==> src/rtl/avl_map_read_responder.sv <==
// Avalon-MM read responder for the tile-map RAM and the hero/status registers.
// Fixed-latency pipeline with write forwarding and render-port stall handling.
module avl_map_read_responder #(
    parameter int          RAM_LATENCY = 1,
    parameter int          MAP_DEPTH   = 240,
    parameter logic [7:0]  REG_BASE    = 8'hF0,
    parameter logic [7:0]  VERSION     = 8'h01
) (
    input  logic       CLK,
    input  logic       RESET_N,
    input  logic       AVL_CS,
    input  logic       AVL_READ,
    input  logic       AVL_WRITE,
    input  logic [7:0] AVL_ADDR,
    input  logic [7:0] AVL_WRITEDATA,
    output logic       AVL_WAITREQUEST,
    output logic [7:0] AVL_READDATA,
    output logic       AVL_READDATAVALID,
    output logic       MAP_READ_REQ,
    output logic [7:0] MAP_READ_ADDR,
    input  logic       MAP_READ_GRANT,
    input  logic [7:0] MAP_READ_DATA,
    input  logic [7:0] HERO_X,
    input  logic [7:0] HERO_Y
);

    typedef struct packed {
        logic       valid;
        logic       is_map;
        logic       fwd_hit;
        logic [7:0] data;
    } stage_t;

    localparam logic [8:0] MAP_TOP = 9'(MAP_DEPTH);
    localparam logic [7:0] REG_X   = REG_BASE;
    localparam logic [7:0] REG_Y   = REG_BASE + 8'd1;
    localparam logic [7:0] REG_VER = REG_BASE + 8'd2;
    localparam int         LAST    = RAM_LATENCY - 1;

    logic       rd;
    logic       is_map;
    logic       accept;
    logic       fwd_hit;
    logic [7:0] reg_data;
    stage_t     entry;

    logic       fwd_valid;
    logic [7:0] fwd_addr;
    logic [7:0] fwd_data;

    stage_t     pipe [RAM_LATENCY];

    assign rd     = AVL_CS & AVL_READ;
    assign is_map = {1'b0, AVL_ADDR} < MAP_TOP;

    assign AVL_WAITREQUEST = rd & (AVL_WRITE | (is_map & ~MAP_READ_GRANT));
    assign accept          = rd & ~AVL_WAITREQUEST;

    assign MAP_READ_REQ  = rd & ~AVL_WRITE & is_map;
    assign MAP_READ_ADDR = AVL_ADDR;

    // RAM is read-during-write-old, so only the write from the previous cycle is missing
    assign fwd_hit = is_map & fwd_valid & (fwd_addr == AVL_ADDR);

    always_comb begin
        reg_data = 8'h00;
        unique case (1'b1)
            is_map:                reg_data = 8'h00;
            (AVL_ADDR == REG_X):   reg_data = HERO_X;
            (AVL_ADDR == REG_Y):   reg_data = HERO_Y;
            (AVL_ADDR == REG_VER): reg_data = VERSION;
            default:               reg_data = 8'h00;
        endcase
    end

    always_comb begin
        entry         = '0;
        entry.valid   = accept;
        entry.is_map  = is_map;
        entry.fwd_hit = fwd_hit;
        entry.data    = fwd_hit ? fwd_data : reg_data;
    end

    always_ff @(posedge CLK or negedge RESET_N) begin
        if (!RESET_N) begin
            fwd_valid <= 1'b0;
            fwd_addr  <= 8'h00;
            fwd_data  <= 8'h00;
        end else begin
            fwd_valid <= AVL_CS & AVL_WRITE;
            if (AVL_CS & AVL_WRITE) begin
                fwd_addr <= AVL_ADDR;
                fwd_data <= AVL_WRITEDATA;
            end
        end
    end

    // The last stage lines up with MAP_READ_DATA; the output register adds the final cycle
    always_ff @(posedge CLK or negedge RESET_N) begin
        if (!RESET_N) begin
            for (int k = 0; k < RAM_LATENCY; k++) begin
                pipe[k] <= '0;
            end
            AVL_READDATAVALID <= 1'b0;
            AVL_READDATA      <= 8'h00;
        end else begin
            pipe[0] <= entry;
            for (int k = 1; k < RAM_LATENCY; k++) begin
                pipe[k] <= pipe[k-1];
            end
            AVL_READDATAVALID <= pipe[LAST].valid;
            if (pipe[LAST].valid) begin
                AVL_READDATA <= (pipe[LAST].is_map & ~pipe[LAST].fwd_hit)
                              ? MAP_READ_DATA : pipe[LAST].data;
            end
        end
    end

endmodule

==> config.mk <==
export PLATFORM = sky130hd
export DESIGN_NAME = avl_map_read_responder
export DESIGN_NICKNAME = d
export VERILOG_FILES = /design/src/rtl/avl_map_read_responder.sv
export SDC_FILE = /design/constraint.sdc
export NUM_CORES = 1
export LEC_CHECK = 0
export CAP_MARGIN = 0
export CORE_UTILIZATION = 40
export DETAILED_ROUTE_END_ITERATION = 12
export PLACE_DENSITY = 0.74
export SLEW_MARGIN = 20
export SYNTH_ARGS = -nofsm -noshare
export SYNTH_HDL_FRONTEND = slang
export SYNTH_SLANG_ARGS = --single-unit
==> constraint.sdc <==
create_clock -name CLK -period 2.3 [get_ports CLK]
set_input_delay 0.23 -clock CLK [delete_from_list [all_inputs] [get_ports CLK]]
set_output_delay 0.23 -clock CLK [all_outputs]
set_load 0.1 [all_outputs]
# After elaboration in Yosys (flattened, before gate mapping)
# Cells that the tools add are included.
# word_totals
out_inout_bits	19
reg_bits	37
# classes
n_eq_ne	4
mux	3
n_lt_le_gt_ge	1
bitwise	15
# ops
operator	count
$eq 8x8->1 const B	3
$pmux 8 s3	1
$mux 8	2
$and 1x1->1	10
$eq 8x8->1	1
$lt 8x8->1 const B	1
$not 1->1	4
$or 1x1->1	1

# Depth between registers and ports, before layout
# depth
ltp_word	6
ltp_mapped	6
depth_no_buf	5

# Worst setup path before layout
# OpenSTA, ideal clock, no wires.
# synth_timing
path_kind	input -> output
startpoint	in AVL_ADDR[6]
endpoint	out MAP_READ_REQ
required_ns	2.070
n_path_buf	0
path_slack_ns	-0.419
cell_stages	2
t_arrival_ns	2.489
path_cell_list	and4_4 -> nor3_1
# synth_via
elab_chain_cells	2
# synth_rtl
item	line	text
from (decl)	14	input logic [7:0] AVL_ADDR,
$lt 8x8->1	54	assign is_map = {1'b0, AVL_ADDR} < MAP_TOP;
$and 1x1->1	59	assign MAP_READ_REQ = rd & ~AVL_WRITE & is_map;
to (decl)	19	output logic MAP_READ_REQ,
# No other way between the ends.

==> impl_metrics.toml <==
[status]
run_status = "finished, final reports clean"

[sta]
unrepaired_setup_endpoints_after_global_routing = "no"
setup_tns_ps = 0
layout_worst_path_cycle_share = 0.805
actual_transition_at_the_worst_max_transition_pin_ps = 780
max_slew_margin = 0.480
maxClockFrequency_mhz = 540
clk_skew_ps = 7.45
timing_max_transition_violations_final = 0
setup_failing_eps_final = 0
hold_violations = 0
finalWorstPathRequiredPeriod_ps = 1850

[layout]
antenna_cells = 0
layout.nets = 258
layout.cells.most_common = "sky130_fd_sc_hd__clkdlybuf4s50_1"
drive_gt1_frac = 0.239
syn2layout_area_growth_pct = 42.9
layout_common_cells = "44 x sky130_fd_sc_hd__clkdlybuf4s50_1, 37 x sky130_fd_sc_hd__dfrtp_1, 19 x sky130_fd_sc_hd__buf_4, 12 x sky130_fd_sc_hd__nor2_1, 11 x sky130_fd_sc_hd__nand2_1"
num-fill-cells = 335
postLayoutCoreUtil = 0.599

[synthesis]
netlist_area_before_placement_mm2 = 0.00169
postSynthCellCount = 152
synth-seq-area-share = 0.548
synth_nets = 198
synth.avg_cell_area_um2 = 11.1
synthDistinctLibCells = 27
yosys_register_bits = 37
yosysWarnings = 0

[clock_network]
postCtsResizedCells = 0
post-cts-setup-buffer-count = 0
numClockSinks = 37
path_clk_slew_ps = 80
tritoncts_clock_tree = "built"
clockBufferDepth = 2
cts_made_buffers = 5
clock_tree.htree_level_count = 2
clk-insertion-delay-late_ps = 290
clock_root_buffer = "sky130_fd_sc_hd__clkbuf_8"
cts_hold_repair.buffers = 0

[routing]
drt_pre_antenna_iters = 4
vias = 1297
route.detailed.wl_per_inst_um = 13.8
antenna_violating_nets_post_route = 0
post-route-drc-count = 0
finalWirelength_mm = 3.64
drt_iter0_markers = 40
vias_per_cell = 4.93

[grt]
grt_max_degree = 38
gr-usage-met2 = 0.300
grt_first_pass_wirelength_mm = 5.64
track_usage = 0.176
first_global_vias = 1239
busiest_layer_in_global_routing = "met2"
use_met3 = 0.0377
antenna_violations_before_repair = 0
global_route_met1_usage = 0.198
globalRoute.totalOverflow = 0

[die]
floorplan.die_area_mm2 = 0.00449
design.core.area_mm2 = 0.00403
height_of_the_die_um = 67.0
floorplan.rows = 23
start_util = 0.420
die-width_um = 67.0
ioPinCount = 65

[hold_path]
min_path_type = "in -> async"

[pwr]
power.net_switching_w = 0.000683
post-layout-total-power_w = 0.00191
seqPwrFrac = 0.397
power.ir.vdd_worst_mv = 0.396
combinationalPowerShare = 0.308
leakagePower_nw = 1.04
swShare = 0.357
clkPwrFrac = 0.295
power_report.internal_total_w = 0.00123
power.density_cell_area_mw_per_mm2 = 793

[place]
dp_hpwl_mm = 2.82
io_buffer_count = 64
gp_congestion = 0.770

[critical_path]
timing.critical_path.from_type = "input pin"
endpoint_kind = "flop"
worstSetupPathType = "in -> reg"
cp_data_arrival_time_ps = 2060
critical_path_peak_fanout = 8
required_ps = 2510

[flow_run]
maxCapViolations = 0
sequential cells by signal, indices dropped and copies added (netlist names):
signal             count
fwd_addr               8
fwd_data               8
fwd_valid              1
pipe                  11
AVL_READDATAVALID      1
AVL_READDATA           8
layer usage:
metal	vias up	routed length, um
li1	636	-
met1	617	1470
met2	37	1940
met3	7	149
met4	0	75
met5	-	0
final timing paths:
check                                 startpoint         endpoint  slack, ps  cells after the start
worst max-delay path                 AVL_ADDR[1]          pipe[5]        450                      5
worst min-delay path                     RESET_N  AVL_READDATA[3]          8                      1
worst max register to register       fwd_addr[3]          pipe[5]        560                      4
worst min register to register       fwd_data[0]          pipe[0]        520                      2
max in group asynchronous                RESET_N  AVL_READDATA[6]       1790                      1
min in group CLK                AVL_WRITEDATA[2]      fwd_data[2]        500                      3
cells in the mapped netlist (all sizes together):
| cell type | count | area share |
|---|---|---|
| or4b | 1 | 0.0059 |
| nor3 | 3 | 0.0089 |
| o21ai | 15 | 0.060 |
| inv | 11 | 0.026 |
| dfrtp | 37 | 0.55 |
| buf | 10 | 0.044 |
| nand2 | 11 | 0.024 |
| and4 | 1 | 0.0067 |
| clkbuf | 3 | 0.0067 |
| mux2 | 9 | 0.060 |
| or4 | 1 | 0.0044 |
| nor4 | 2 | 0.011 |
| nand4 | 1 | 0.0037 |
| nor2 | 12 | 0.027 |
| mux2i | 8 | 0.047 |
| xnor2 | 8 | 0.041 |
| a221o | 1 | 0.0059 |
| a21oi | 8 | 0.024 |
| nand2b | 2 | 0.0074 |
| o311ai | 1 | 0.0052 |
| nand3 | 1 | 0.0059 |
| a22oi | 6 | 0.027 |
cell families (layout without fill, tap and decap cells):
| group | Yosys count | in the layout | synth area share |
|---|---|---|---|
| AOI/OAI and AO/OA | 31 | 31 | 0.121 |
| xor gates and xnor gates | 8 | 8 | 0.0415 |
| buffers and inverters | 24 | 85 | 0.0770 |
| DFF | 37 | 37 | 0.548 |
| muxes | 17 | 17 | 0.107 |
| and+or+nand+nor | 35 | 35 | 0.105 |
cell type report:
| class | count | area (um^2) | share of cell area |
|---|---|---|---|
| flip-flops and latches | 37 | 926 | 0.383 |
| multi-input cells | 91 | 639 | 0.265 |
| inverters | 11 | 43.8 | 0.0181 |
| well taps | 50 | 62.6 | 0.0259 |
| clock inverters | 3 | 46.3 | 0.0192 |
| clock buffers | 5 | 68.8 | 0.0285 |
| repair buffers | 66 | 628 | 0.260 |
power by group through the flow:
| stage | clock network (W) | registers (W) | logic (W) |
|---|---|---|---|
| 3_5_place_dp | 0 | 0.000772 | 0.000592 |
| 4_1_cts | 0.000576 | 0.000760 | 0.000594 |
| 6_report | 0.000566 | 0.000760 | 0.000589 |
| 3_3_place_gp | 0 | 0.000767 | 0.000581 |
| 5_1_grt | 0.000604 | 0.000767 | 0.000621 |
| 2_1_floorplan | 0 | 0.000977 | 0.000197 |
critical path, cell delays in order:
cell	delay, ps
sky130_fd_sc_hd__clkdlybuf4s50_1	590
sky130_fd_sc_hd__xnor2_1	150
sky130_fd_sc_hd__nand4_1	150
sky130_fd_sc_hd__or4b_1	750
sky130_fd_sc_hd__o21ai_2	200
metrics by stage:
step,instance area (um^2),setup WS (ps),cells,hold WS [ps]
global route,2410,363,263,74.0
detailed placement,2300,164,255,353
floorplan,1700,229,152,-65.6
finish,2410,449,263,7.52
global placement,2300,254,255,346
CTS,2410,470,263,30.4
Power figures use the tool's default switching activity.
